$ cat src/rtl/alu_core.sv
// alu_core: two-operand integer ALU (add, sub, AND, NOT B) with registered result and Z/N/V flags.
// Latency: one cycle from an accepted request (in_valid high at clk edge) to out/flags/out_valid.
// Backpressure: none; a request is accepted every cycle in_valid is high, and results are never stalled.
//
// Ports:
//   clk, reset         rising-edge clock, synchronous active-high reset
//   in_valid           request strobe; Ain/Bin/ALUop captured when high at a clk edge
//   Ain, Bin, ALUop    operands (two's complement) and operation select
//   out, Z, N, V       registered result and zero/negative/signed-overflow flags
//   out_valid          high for exactly the cycle after an accepted request
module alu_core #(
  parameter int WIDTH = 16
) (
  input  logic             clk,
  input  logic             reset,
  input  logic             in_valid,
  input  logic [WIDTH-1:0] Ain,
  input  logic [WIDTH-1:0] Bin,
  input  logic [1:0]       ALUop,
  output logic [WIDTH-1:0] out,
  output logic             Z,
  output logic             N,
  output logic             V,
  output logic             out_valid
);

  typedef enum logic [1:0] {
    OP_ADD = 2'b00,
    OP_SUB = 2'b01,
    OP_AND = 2'b10,
    OP_NOT = 2'b11
  } alu_op_e;

  alu_op_e          op;
  logic             is_sub;
  logic [WIDTH-1:0] b_eff;
  logic [WIDTH-1:0] sum;
  logic             sum_ovf;
  logic [WIDTH-1:0] res;
  logic             res_v;

  logic [WIDTH-1:0] out_d, out_q;
  logic             z_d, z_q;
  logic             n_d, n_q;
  logic             v_d, v_q;
  logic             out_valid_d, out_valid_q;

  assign op     = alu_op_e'(ALUop);
  assign is_sub = (op == OP_SUB);

  // Add and subtract share one adder: subtract is A + ~B + 1, with the +1 as carry-in.
  assign b_eff = is_sub ? ~Bin : Bin;
  assign sum   = Ain + b_eff + {{(WIDTH-1){1'b0}}, is_sub};

  // Overflow when both adder inputs share a sign and the sum's sign differs. With B
  // inverted for subtract this is exactly "A and B differ in sign and result differs from A".
  assign sum_ovf = (Ain[WIDTH-1] == b_eff[WIDTH-1]) && (sum[WIDTH-1] != Ain[WIDTH-1]);

  always_comb begin
    res   = sum;
    res_v = 1'b0;
    unique case (op)
      OP_ADD,
      OP_SUB: begin
        res   = sum;
        res_v = sum_ovf;
      end
      OP_AND: res = Ain & Bin;
      OP_NOT: res = ~Bin;
      default: begin
        res   = sum;
        res_v = 1'b0;
      end
    endcase
  end

  // Result and flags hold when idle; they always update together from one request.
  always_comb begin
    out_d       = out_q;
    z_d         = z_q;
    n_d         = n_q;
    v_d         = v_q;
    out_valid_d = in_valid;
    if (in_valid) begin
      out_d = res;
      z_d   = (res == '0);
      n_d   = res[WIDTH-1];
      v_d   = res_v;
    end
  end

  // Reset wins over a simultaneous request, so that request is dropped.
  always_ff @(posedge clk) begin
    if (reset) begin
      out_q       <= '0;
      z_q         <= 1'b0;
      n_q         <= 1'b0;
      v_q         <= 1'b0;
      out_valid_q <= 1'b0;
    end else begin
      out_q       <= out_d;
      z_q         <= z_d;
      n_q         <= n_d;
      v_q         <= v_d;
      out_valid_q <= out_valid_d;
    end
  end

  assign out       = out_q;
  assign Z         = z_q;
  assign N         = n_q;
  assign V         = v_q;
  assign out_valid = out_valid_q;

endmodule

$ cat config.mk
export PLATFORM = sky130hd
export DESIGN_NAME = alu_core
export DESIGN_NICKNAME = d
export VERILOG_FILES = /design/src/rtl/alu_core.sv
export SDC_FILE = /design/constraint.sdc
export NUM_CORES = 1
export LEC_CHECK = 0
export ABC_AREA = 1
export CAP_MARGIN = 10
export CELL_PAD_IN_SITES_DETAIL_PLACEMENT = 0
export CELL_PAD_IN_SITES_GLOBAL_PLACEMENT = 2
export CORE_MARGIN = 5
export CORE_UTILIZATION = 27
export CTS_BUF_LIST = sky130_fd_sc_hd__clkbuf_2 sky130_fd_sc_hd__clkbuf_4 sky130_fd_sc_hd__clkbuf_8
export CTS_CLUSTER_SIZE = 14
export DETAILED_ROUTE_END_ITERATION = 6
export GPL_TIMING_DRIVEN = 0
export PLACE_DENSITY = 0.88
export SYNTH_ARGS = -nofsm -noshare
export SYNTH_HDL_FRONTEND = slang
export SYNTH_SLANG_ARGS = --single-unit
$ cat constraint.sdc
create_clock -name clk -period 6.6 [get_ports clk]
set_clock_uncertainty 0.1 [all_clocks]
set_input_delay 1.32 -clock clk [delete_from_list [all_inputs] [get_ports clk]]
set_output_delay 1.32 -clock clk [all_outputs]
set_load 0.1 [all_outputs]
==> metrics, run 1 <==
clk sinks 19; Pwr per Cell Area 181 nW/um^2; cts hold-fix bufs 0; post-cts repair resize count 0; initial antenna violation count 0; RSZ-0062 raised after global routing no; Max clock buf depth 2; DR WL/cell 12.7 um; Ys Warns 0; worst hold path type reg -> reg; die area 9580 um^2; H-tree lvl count 1; nets@finish 467; Synth Flop Type dfxtp_1; most used cell, CP nand2_1; Setup violations, final 0; area of the mapped netlist 2080 um^2; Worst Tran Pin Value 0.970 ns; Worst-path clk slew 0.07 ns; GRT Util Overall 13.9%; WP buf/inv 3; most frequent cells in the layout nand2_1, clkdlybuf4s50_1, inv_1, nor2_1, nand3_1; vias in the first global route about 2.3k; CP endpoint kind register; Starting Density a little over a quarter; Area growth syn-to-layout 35.2%; Util after Layout 37.1%; WS Path Type in -> reg; FF+latch count, synth 19; Mean Syn Cell Area between 5 and 6 um^2; Post-CTS Setup Bufs 0; Arr. time, crit path 4.41 ns; Iteration-0 DRC Markers 91; Max stage delay on crit path 0.58 ns; Fin Setup TNS 0 ns; fraction of registers with async set/reset 0%; Worst Path Max Fanout 10; Syn Inst Count 350; clock latency on the worst-skew pair 0.25 ns; Seq/Total Area, Yosys a little under a fifth; Post-synth EDFFs 0; crit path time final 4.31 ns; Die Height 97.9 um; CP max stage cell clkdlybuf4s50_1; global placer's final weighted congestion 0.827; DR vias between 2k and 2.5k; IO Port Bufs 56; Post-Syn Nets ~410; commonest non-fill, non-tap cell in the layout nand2_1; CTS tree built; Via density 4.60; Routed Antenna Nets 0; ranking of synthesized cells by area nand2_1, dfxtp_1, ha_1; Top delay family on crit path buffers and inverters; LEAKAGE 1.39 nW; Tcrit/Tclk final between 60% and 70%; TritonRoute pass-1 iters 4; Synth area leader nand2_1; Filler cells a little under 900; total core area 7610 um^2; Die X between 90 and 100 um; TritonCTS buffer count 3; relative slew slack 35.1%; DRC Markers 0; crit start category input port; n_diodes 0; Fin. Hold Viols 0; share of the synthesized area in the top cell type 18.5%; Crit path required time between 6 and 7 ns; pin count of the biggest net entering global routing 12; outcome completed; DRT Wirelength 6510 um; post-DP HPWL about 5500 um; crit path cell chain clkdlybuf4s50_1, inv_2, nand2_4, buf_2, xnor2_1, ha_1, a21oi_1, o21ai_0, a21oi_1, nand3_1, nand2_1, nor2_1, nor2_1, nand2_1, nor2_1, nand2_1, nand2_1; Yosys cell types 28; grt total ovfl 0; Rows 32; multi-input logic area 1500 um^2; Peak Freq about 0.23 GHz; layout cells sized above 1 3.66%; Worst VDD drop 60.6 uV; IO Pins 57; CTS root buf clkbuf_8; max-slew violations 0; first-pass GRT wire length 11000 um; Max Cap Viol 0; Seq. cell area 380 um^2
[metrics by stage]
step | cell area (um^2) | cells | hold slack, ns | setup WS, ns | power, mW
after detailed placement | 2770 | 508 | 0.341 | 2.03 | 0.435
after CTS | 2820 | 512 | 0.355 | 2.29 | 0.515
final | 2820 | 512 | 0.352 | 2.29 | 0.511
after global placement | 2770 | 508 | 0.337 | 2.04 | 0.432
after floorplan | 2080 | 350 | 0.795 | 3.24 | 0.345
after global routing | 2820 | 512 | 0.388 | 1.98 | 0.553
[tightest hold or removal path: stages, from the launching register on]
cell and delay (ns):
dfxtp_1 0.31, nand2_1 0.06, nand2_1 0.04
[cell families after synthesis]
group           after synthesis  share of synthesized area, %
simple gates                195                          39.3
compound gates               48                          14.0
xor+xnor                     16                          6.72
buf+inv                      53                          9.90
flops                        19                          18.2
fa+ha+maj                    19                          11.8
[flip-flops by register name (all words and copies together), names as in the netlist]
register,count
out_valid,1
out,16
Z,1
V,1
[where the power goes]
| part | internal (mW) | total, mW | switching (mW) |
|---|---|---|---|
| sequential | 0.124 | 0.129 | 0.00482 |
| clock | 0.0419 | 0.0780 | 0.0361 |
| combinational | 0.101 | 0.304 | 0.203 |
[final timing paths]
check | depth (start not counted) | endpoint | slack [ns] | from
hold reg to reg | 2 | V | 0.35 | V
setup reg to reg | 2 | out[15] | 5.86 | out[15]
setup / recovery | 17 | Z | 2.29 | ALUop[1]
hold / removal | 2 | V | 0.35 | V
[routing by layer]
layer | wire [um] | track usage [%]
met5 | 0 | 0
met3 | 286 | 1.21
met4 | 42 | 2.66
met2 | 2980 | 23.1
met1 | 3200 | 19.6
[final cells by class]
type / count / share of cell area (%)
Sequential cell: 19 / 13.5
Timing Repair Buffer: 56 / 19.9
Clock buffer: 3 / 1.46
Inverter: 47 / 6.26
Tap cell: 102 / 4.53
Buffer: 6 / 1.07
Multi-Input combinational cell: 278 / 53.1
Clock inverter: 1 / 0.178
[synthesized netlist by cell type, types with 2 or more instances]
cell type  number
nor2_1         42
and2_1          2
xnor2_1        13
nand2_1       103
buf_2           3
a31oi_1        12
ha_1           18
nor3_1          3
nand2_2         3
o21ai_0        12
a22o_1          6
xor2_1          3
nand4_1         2
inv_1          45
nand3_1        36
a21oi_1        13
dfxtp_1        19
nand3b_1        2
o21bai_1        3
inv_2           2
Power figures use the tool's default switching activity.
==> inputs of run 2 (changes only) <==
--- a/config.mk
+++ b/config.mk
@@ -10,12 +10,12 @@
 export CELL_PAD_IN_SITES_DETAIL_PLACEMENT = 0
 export CELL_PAD_IN_SITES_GLOBAL_PLACEMENT = 2
 export CORE_MARGIN = 5
-export CORE_UTILIZATION = 27
+export CORE_UTILIZATION = 25
 export CTS_BUF_LIST = sky130_fd_sc_hd__clkbuf_2 sky130_fd_sc_hd__clkbuf_4 sky130_fd_sc_hd__clkbuf_8
 export CTS_CLUSTER_SIZE = 14
 export DETAILED_ROUTE_END_ITERATION = 6
 export GPL_TIMING_DRIVEN = 0
-export PLACE_DENSITY = 0.88
+export PLACE_DENSITY = 0.83
 export SYNTH_ARGS = -nofsm -noshare
 export SYNTH_HDL_FRONTEND = slang
 export SYNTH_SLANG_ARGS = --single-unit
==> constraint.sdc (replaced) <==
create_clock -name clk -period 3.98 [get_ports clk]
set_clock_uncertainty 0.1 [all_clocks]
set_input_delay 0.796 -clock clk [delete_from_list [all_inputs] [get_ports clk]]
set_output_delay 0.796 -clock clk [all_outputs]
set_load 0.1 [all_outputs]
==> metrics, run 2 (synthesized netlist as in run 1, its figures left out) <==
outcome completed; layout cells sized above 1 3.66%; Fin. Hold Viols 0; post-cts repair resize count 0; WS Path Type in -> reg; vias in the first global route 2278; CP endpoint kind register; crit path cell chain clkdlybuf4s50_1, inv_2, nand2_4, clkbuf_4, xnor2_1, ha_1, nand2_1, inv_1, nand2_1, nand3_1, nand2_1, nand2_1, o21ai_0, inv_1, nand2_1, nor2_1, nand3_1, nor2_1, nand2_1, nand2_1; RR Startpoint out[15]; Worst Path Max Fanout 10; total core area 8180 um^2; Final Non-Filler Cells 515; crit path time final 3.67 ns; first-pass GRT wire length 10900 um; RSZ-0062 raised after global routing no; IO Port Bufs 56; Place WS -0.0807 ns; final cell area excluding filler cells approximately 2800 um^2; Post-CTS Setup Bufs 0; most frequent cells in the layout nand2_1, clkdlybuf4s50_1, inv_1, nor2_1, nand3_1; Via density 4.52; Crit path required time 4.03 ns; Max stage delay on crit path 0.50 ns; n_diodes 0; Setup crit start ALUop[1]; sequential share of power roughly 25%; DR WL/cell 12.9 um; worst hold path type reg -> reg; Fin Setup TNS 0 ns; DR vias about 2.3k; Routed Antenna Nets 0; Cell Area, Placed 2780 um^2; sw power ~0.4 mW; Die X 101 um; Rows 33; most used cell, CP nand2_1; grt total ovfl 0; clock latency on the worst-skew pair 0.26 ns; Tcrit/Tclk final 92.3%; Min Hold Slack 0.350 ns; die area approximately 10000 um^2; Worst Tran Pin Value ~0.97 ns; GRT Util Overall 13.2%; switching share of power between 40% and 50%; number of flip-flops in the largest register 16; H-tree lvl count 1; max-slew violations 0; post-DP HPWL 5700 um; combinational power share between 50% and 60%; hold_sp V; Die Height around 100 um; CTS root buf clkbuf_8; TritonCTS buffer count 3; DRT Wirelength 6660 um; Iteration-0 DRC Markers 148; Peak Freq roughly 0.27 GHz; final worst setup slack ~0.3 ns; LEAKAGE 1.39 nW; initial antenna violation count 0; Starting Density 25.5%; Max clock buf depth 2; placed insts 511; Area growth syn-to-layout 35.5%; clk sinks 19; Pwr per Cell Area around 300 nW/um^2; pin count of the biggest net entering global routing 12; crit start category input port; Max Cap Viol 0; IO Pins 57; cts hold-fix bufs 0; TritonRoute pass-1 iters 7; Setup violations, final 0; Clk pwr share between 10% and 20%; DRC Markers 0; Filler cells 967; Util after Layout 34.6%; commonest non-fill, non-tap cell in the layout nand2_1; Tot Pwr around 0.85 mW; CTS tree built; Worst VDD drop 86.4 uV; Internal about 0.44 mW; CP max stage cell clkdlybuf4s50_1; relative slew slack 34.9%; global placer's final weighted congestion a little over 0.8; Arr. time, crit path 3.73 ns; Worst-path clk slew around 0.070 ns; nets@finish 467
## run 2: cell type report
class | count | area, um^2 | share of cell area (%)
multi-input combinational | 278 | 1500 | 53.0
inverter | 47 | 176 | 6.24
timing repair buffer | 56 | 561 | 19.8
sequential | 19 | 380 | 13.5
clock buffer | 3 | 41.3 | 1.46
clock inverter | 1 | 5.00 | 0.177
tap | 105 | 131 | 4.65
buffer | 6 | 32.5 | 1.15
## run 2: per-layer routing
metal | GRT usage [%] | routed length (um) | up-vias
met2 | 22.2 | 3000 | 57
met4 | 2.76 | 56 | 0
met3 | 0.895 | 405 | 5
met5 | 0 | 0 | -
li1 | - | - | 1256
met1 | 18.6 | 3200 | 1011
## run 2: worst paths after layout
kind,end,cells after the start,slack (ns)
setup / recovery,Z,20,0.31
hold reg to reg,V,2,0.35
hold / removal,V,2,0.35
setup reg to reg,out[15],2,3.20
## run 2: power groups by stage
stage / sequential, mW / combinational, mW / clock [mW]
2_1_floorplan: 0.329 / 0.244 / 0
3_5_place_dp: 0.218 / 0.504 / 0
5_1_grt: 0.216 / 0.555 / 0.143
3_3_place_gp: 0.218 / 0.502 / 0
6_report: 0.214 / 0.503 / 0.131
4_1_cts: 0.214 / 0.506 / 0.136
## run 2: critical path: cells and delay by family
kind / cells / cell delay, ns
buffers and inverters: 5 / 1.12
xor gates and xnor gates: 1 / 0.24
AOI/OAI and AO/OA: 1 / 0.30
adders and majority gates: 1 / 0.29
and+or+nand+nor: 12 / 0.96
